### src/rtl/processor_pkg.sv
// Shared pipeline-control types and limits.
package processor_pkg;

  typedef enum logic [1:0] {
    RUN   = 2'd0,
    WAIT  = 2'd1,
    DEBUG = 2'd2
  } state_t;

  localparam int unsigned STAGES_MAX    = 8;
  localparam int unsigned FLUSH_STAGE_W = 3;

endpackage

### src/rtl/stall_mask.sv
// Highest-set-bit hold request to per-stage advance vector: a hold at stage h
// stops stages 0..h, and every stage above h still advances.
module stall_mask #(
  parameter int unsigned STAGES = 3
) (
  input  logic [STAGES-1:0] hold_req,
  output logic [STAGES-1:0] advance
);

  always_comb begin
    advance = '0;
    for (int unsigned k = 0; k < STAGES; k++) begin
      advance[k] = ~|(hold_req >> k);
    end
  end

endmodule

### src/rtl/pipeline_control.sv
// In-order pipeline control: stall/flush/wait sequencing, valid tracking and
// retire counting. Optional debug halt enabled by PROCESSOR_DEBUG_INTERFACE_EN.
module pipeline_control
  import processor_pkg::*;
#(
  parameter int unsigned STAGES     = 3,
  parameter int unsigned WAIT_STAGE = 1,
  parameter int unsigned CNT_WIDTH  = 18
) (
  input  logic                     clock,
  input  logic                     reset,
  input  logic [STAGES-1:0]        stall_req,
  input  logic                     flush_req,
  input  logic [FLUSH_STAGE_W-1:0] flush_stage,
  input  logic                     wait_hit,
  input  logic                     wait_continue_execution,
`ifdef PROCESSOR_DEBUG_INTERFACE_EN
  input  logic                     debug_get_param,
`endif
  output logic                     wait_for_continue,
  output logic [STAGES-1:0]        stage_valid,
  output logic [STAGES-1:0]        stage_advance,
  output logic [CNT_WIDTH-1:0]     retire_count
);

  state_t            state;
  logic              dbg_active;
  logic              wait_stop;
  logic              wait_hold;
  logic              flush_eff;
  logic              wait_killed;
  logic [STAGES-1:0] wait_vec;
  logic [STAGES-1:0] kill_vec;
  logic [STAGES-1:0] mask_adv;
  logic [STAGES-1:0] valid_next;

`ifdef PROCESSOR_DEBUG_INTERFACE_EN
  state_t saved_state;
  assign dbg_active = debug_get_param || (state == DEBUG);
`else
  assign dbg_active = 1'b0;
`endif

  assign wait_stop   = (state == RUN) && wait_hit && !wait_continue_execution;
  assign wait_hold   = wait_stop || (state == WAIT);
  assign flush_eff   = flush_req && (32'(flush_stage) < STAGES);
  assign wait_killed = flush_eff && (32'(flush_stage) > WAIT_STAGE);

  // Wait holds and flush kills, expressed as per-stage vectors.
  always_comb begin
    wait_vec = '0;
    kill_vec = '0;
    for (int unsigned k = 0; k < STAGES; k++) begin
      wait_vec[k] = wait_hold && (k <= WAIT_STAGE);
      kill_vec[k] = flush_eff && (k < 32'(flush_stage));
    end
  end

  stall_mask #(.STAGES(STAGES)) u_stall_mask (
    .hold_req (stall_req | wait_vec),
    .advance  (mask_adv)
  );

  assign stage_advance = (reset && !dbg_active) ? mask_adv : '0;

  // A stage that loads while its younger neighbour holds receives a bubble.
  always_comb begin
    valid_next    = stage_valid;
    valid_next[0] = stage_advance[0] ? 1'b1 : stage_valid[0];
    for (int unsigned k = 1; k < STAGES; k++) begin
      if (stage_advance[k]) begin
        valid_next[k] = stage_advance[k-1] && stage_valid[k-1];
      end
    end
    valid_next = valid_next & ~kill_vec;
  end

  always_ff @(posedge clock or negedge reset) begin
    if (!reset) begin
      stage_valid  <= '0;
      retire_count <= '0;
    end else if (!dbg_active) begin
      stage_valid <= valid_next;
      if (stage_valid[STAGES-1] && stage_advance[STAGES-1]) begin
        retire_count <= retire_count + CNT_WIDTH'(1);
      end
    end
  end

  always_ff @(posedge clock or negedge reset) begin
    if (!reset) begin
      state             <= RUN;
      wait_for_continue <= 1'b0;
`ifdef PROCESSOR_DEBUG_INTERFACE_EN
      saved_state       <= RUN;
`endif
    end
`ifdef PROCESSOR_DEBUG_INTERFACE_EN
    else if (dbg_active) begin
      if (state != DEBUG) begin
        saved_state <= state;
      end
      if (debug_get_param) begin
        state             <= DEBUG;
        wait_for_continue <= 1'b0;
      end else begin
        state             <= saved_state;
        wait_for_continue <= (saved_state == WAIT);
      end
    end
`endif
    else begin
      case (state)
        RUN: begin
          if (wait_stop && !wait_killed) begin
            state             <= WAIT;
            wait_for_continue <= 1'b1;
          end
        end
        WAIT: begin
          if (wait_continue_execution || wait_killed) begin
            state             <= RUN;
            wait_for_continue <= 1'b0;
          end
        end
        default: begin
          state             <= RUN;
          wait_for_continue <= 1'b0;
        end
      endcase
    end
  end

endmodule

### config.mk
export PLATFORM = sky130hd
export DESIGN_NAME = pipeline_control
export DESIGN_NICKNAME = d
export VERILOG_FILES = /design/src/rtl/processor_pkg.sv /design/src/rtl/stall_mask.sv /design/src/rtl/pipeline_control.sv
export SDC_FILE = /design/constraint.sdc
export NUM_CORES = 1
export LEC_CHECK = 0
export ABC_AREA = 1
export ABC_CLOCK_PERIOD_IN_PS = 2400
export CORE_AREA = 2 2 58 60
export CTS_BUF_LIST = sky130_fd_sc_hd__clkbuf_8
export DETAILED_ROUTE_END_ITERATION = 10
export DIE_AREA = 0 0 60 62
export HOLD_SLACK_MARGIN = 0.12
export PLACE_DENSITY = 0.67
export SLEW_MARGIN = 5
export SYNTH_ARGS = -nofsm -noshare
export SYNTH_HDL_FRONTEND = slang
export SYNTH_HIERARCHICAL = 1
export SYNTH_SLANG_ARGS = --single-unit
### constraint.sdc
create_clock -name clock -period 2.4 [get_ports clock]
set_input_delay 0.36 -clock clock [delete_from_list [all_inputs] [get_ports clock]]
set_output_delay 0.36 -clock clock [all_outputs]
set_load 0.005 [all_outputs]
==> impl_metrics.json <==
{
  "status": "completed",
  "ir_drop_mv": 0.273,
  "max_freq_mhz": 441,
  "clock_path_buffers": 2,
  "grt_max_degree": 13,
  "synth_compound_area_share_pct": 2.78,
  "areaGrowthSynthToFinish_pct": 41.6,
  "yosys-top-cells-count": "nand2_1 (35), inv_1 (23), dfrtp_1 (22), nor2_1 (13), xor2_1 (6)",
  "fin_setup_tns_ns": 0,
  "initialDrtViolationCount": 22,
  "first_pass_iters": 4,
  "ys_seq_area_share_pct": 47.1,
  "setup-violations-final": 0,
  "synth_edf_count": 0,
  "synth_area_um2": 1170,
  "die_x_um": 60,
  "critPathKind": "in -> out",
  "fin_crit_sh_pct": 94.5,
  "avgViaCountPerCell": 4.38,
  "num-fill-cells": 320,
  "power_density_nw_per_um2": 449,
  "synth-adder-area-share_pct": 1.07,
  "drc_errors": 0,
  "path_clk_slew_ns": 0.07,
  "final-seq-area_um2": 551,
  "dp_hpwl_um": 1930,
  "post_drt_wl_per_cell_um": 10.2,
  "hold_class": "reg -> reg",
  "synth_xor_area_share_pct": 8.24,
  "cts_tree": "yes",
  "clock-root-buffer": "clkbuf_8",
  "final_area_um2": 1660,
  "ys_dominant_reg_cell": "dfrtp_1",
  "worst-slew-pin-transition_ns": 0.256,
  "synthSimpleGateAreaFrac_pct": 32.8,
  "multi_input_area_um2": 528,
  "synth_fp_nets": 152,
  "crit_path_end_kind": "output pin",
  "via_count": 998,
  "clock-sinks": 22,
  "die_y_um": 62,
  "grt_pass1_wl_um": 3860,
  "critPathMaxFanout": 3,
  "syn-instance-count": 140,
  "hold_ws_ns": 0.497,
  "total_power_w": 0.000744,
  "critPathLaunchType": "input pin",
  "final_nets": 195,
  "grt.total_usage_pct": 13.8,
  "synth_top_family_by_area": "simple AND/OR/NAND/NOR gates",
  "synth_warnings": 6,
  "fin_util_pct": 52.1,
  "ys_ff_latch": 22,
  "yosysUniqueCellTypes": 21,
  "yosys-top-cells-area": "dfrtp_1 (47%), nand2_1 (11%), inv_1 (7.4%)",
  "drv_slew": 0,
  "required_ns": 2.04,
  "yosysMostFrequentCell": "nand2_1",
  "rows": 21,
  "drv_cap": 0,
  "ff2ff_setup_slack_ns": 0.98,
  "initial_core_util_pct": 36.8,
  "critPathArrivalTime_ns": 1.91,
  "n_antenna_cell": 0,
  "yosysTopAreaCell": "dfrtp_1",
  "yosys-mux-area-fraction_pct": 0,
  "place_congestion": 0.802,
  "rsz0062_at_grt": "no",
  "period_minus_slack_ns": 2.27,
  "drive_gt1_share_pct": 12.6,
  "ant_nets": 0,
  "synth_top_cell_area_share_pct": 47.1,
  "antenna_found_initial": 0,
  "placed_area_um2": 1600,
  "finClkSkew_ns": 0.00317,
  "synth.avg_cell_area_um2": 8.35,
  "core_area_um2": 3180,
  "pin_count": 36,
  "grt_pass1_vias": 915,
  "h-tree-depth": 1,
  "synth-async-reset-ratio_pct": 100,
  "dieArea_um2": 3720,
  "leakage_nw": 0.864,
  "io_buffers": 35,
  "grt_overflow": 0,
  "cts_buffers": 3,
  "finalHoldViolCount": 0,
  "routed_wl_um": 2320,
  "clk_latency_ns": 0.26,
  "post_cts_buffers": 0,
  "relSlewSlack_pct": 82.8
}
cells by family (layout without fill, tap and decap cells):
kind of cell / Yosys count / in the layout
simple gates: 75 / 75
buf+inv: 25 / 67
flops: 22 / 22
xor+xnor: 11 / 11
compound gates: 6 / 6
fa+ha+maj: 1 / 1
worst paths after layout:
check	from	end	cells after the start
worst min-delay path	retire_count[17]	retire_count[17]	2
max in group asynchronous	reset	retire_count[6]	2
min in group asynchronous	reset	retire_count[16]	2
worst max register to register	wait_for_continue	stage_valid[1]	11
worst max-delay path	wait_continue_execution	stage_advance[0]	11
worst min register to register	retire_count[17]	retire_count[17]	2
state kept, by name (all words and copies together), names as in the netlist:
name,flops
retire_count,18
stage_valid,3
wait_for_continue,1
through the flow:
| step | std cells | setup slack (ns) |
|---|---|---|
| final | 228 | 0.133 |
| after global routing | 228 | 0.0507 |
| after CTS | 228 | 0.0970 |
| after detailed placement | 224 | -0.163 |
| after global placement | 224 | -0.0821 |
| after floorplan | 140 | 0.911 |
layout make-up:
cell class	instances	area share (%)
inverter	25	5.67
tap	46	3.48
multi-input combinational	93	31.9
clock buffer	4	3.33
timing repair buffer	38	22.4
sequential	22	33.3
where the power goes:
part	internal [W]	leakage (nW)	switching, W	total (W)
logic	0.0000552	0.547	0.0000347	0.0000900
registers	0.000383	0.288	0.0000145	0.000397
clock network	0.000146	0.0288	0.000111	0.000257
total	0.000584	0.864	0.000160	0.000744
placed cells by master, fill, tap and decap left out, drive strengths merged, types with 4 or more instances in the layout:
cell type and n:
clkbuf 4, clkdlybuf4s50 33, dfrtp 22, inv 25, nand2 39, nand3 6, nand4 4, nor2 19
o21ai 4, xnor2 5, xor2 6
routing by layer:
layer	track usage (%)	wire length, um	share of wire, %
met1	17.1	1040	45
met2	24.7	1170	50
met3	3.11	105	4.5
met4	2.86	12	0.52
met5	0	0	0
what timing repair did:
action | CTS | global route
resized for setup | 2 | 1
endpoints found under the setup margin | 2 | 1
pin swaps | 0 | 0
hold buffers | 0 | 0
worst max-delay path: stages:
cell and delay (ns):
clkdlybuf4s50_1 0.45, inv_1 0.05, a21oi_2 0.11, inv_1 0.07
or2_2 0.27, inv_1 0.06, nand2_2 0.06, nor2_2 0.09
nand2_1 0.07, inv_1 0.08, dlygate4sd2_1 0.24
Power figures use the tool's default switching activity.
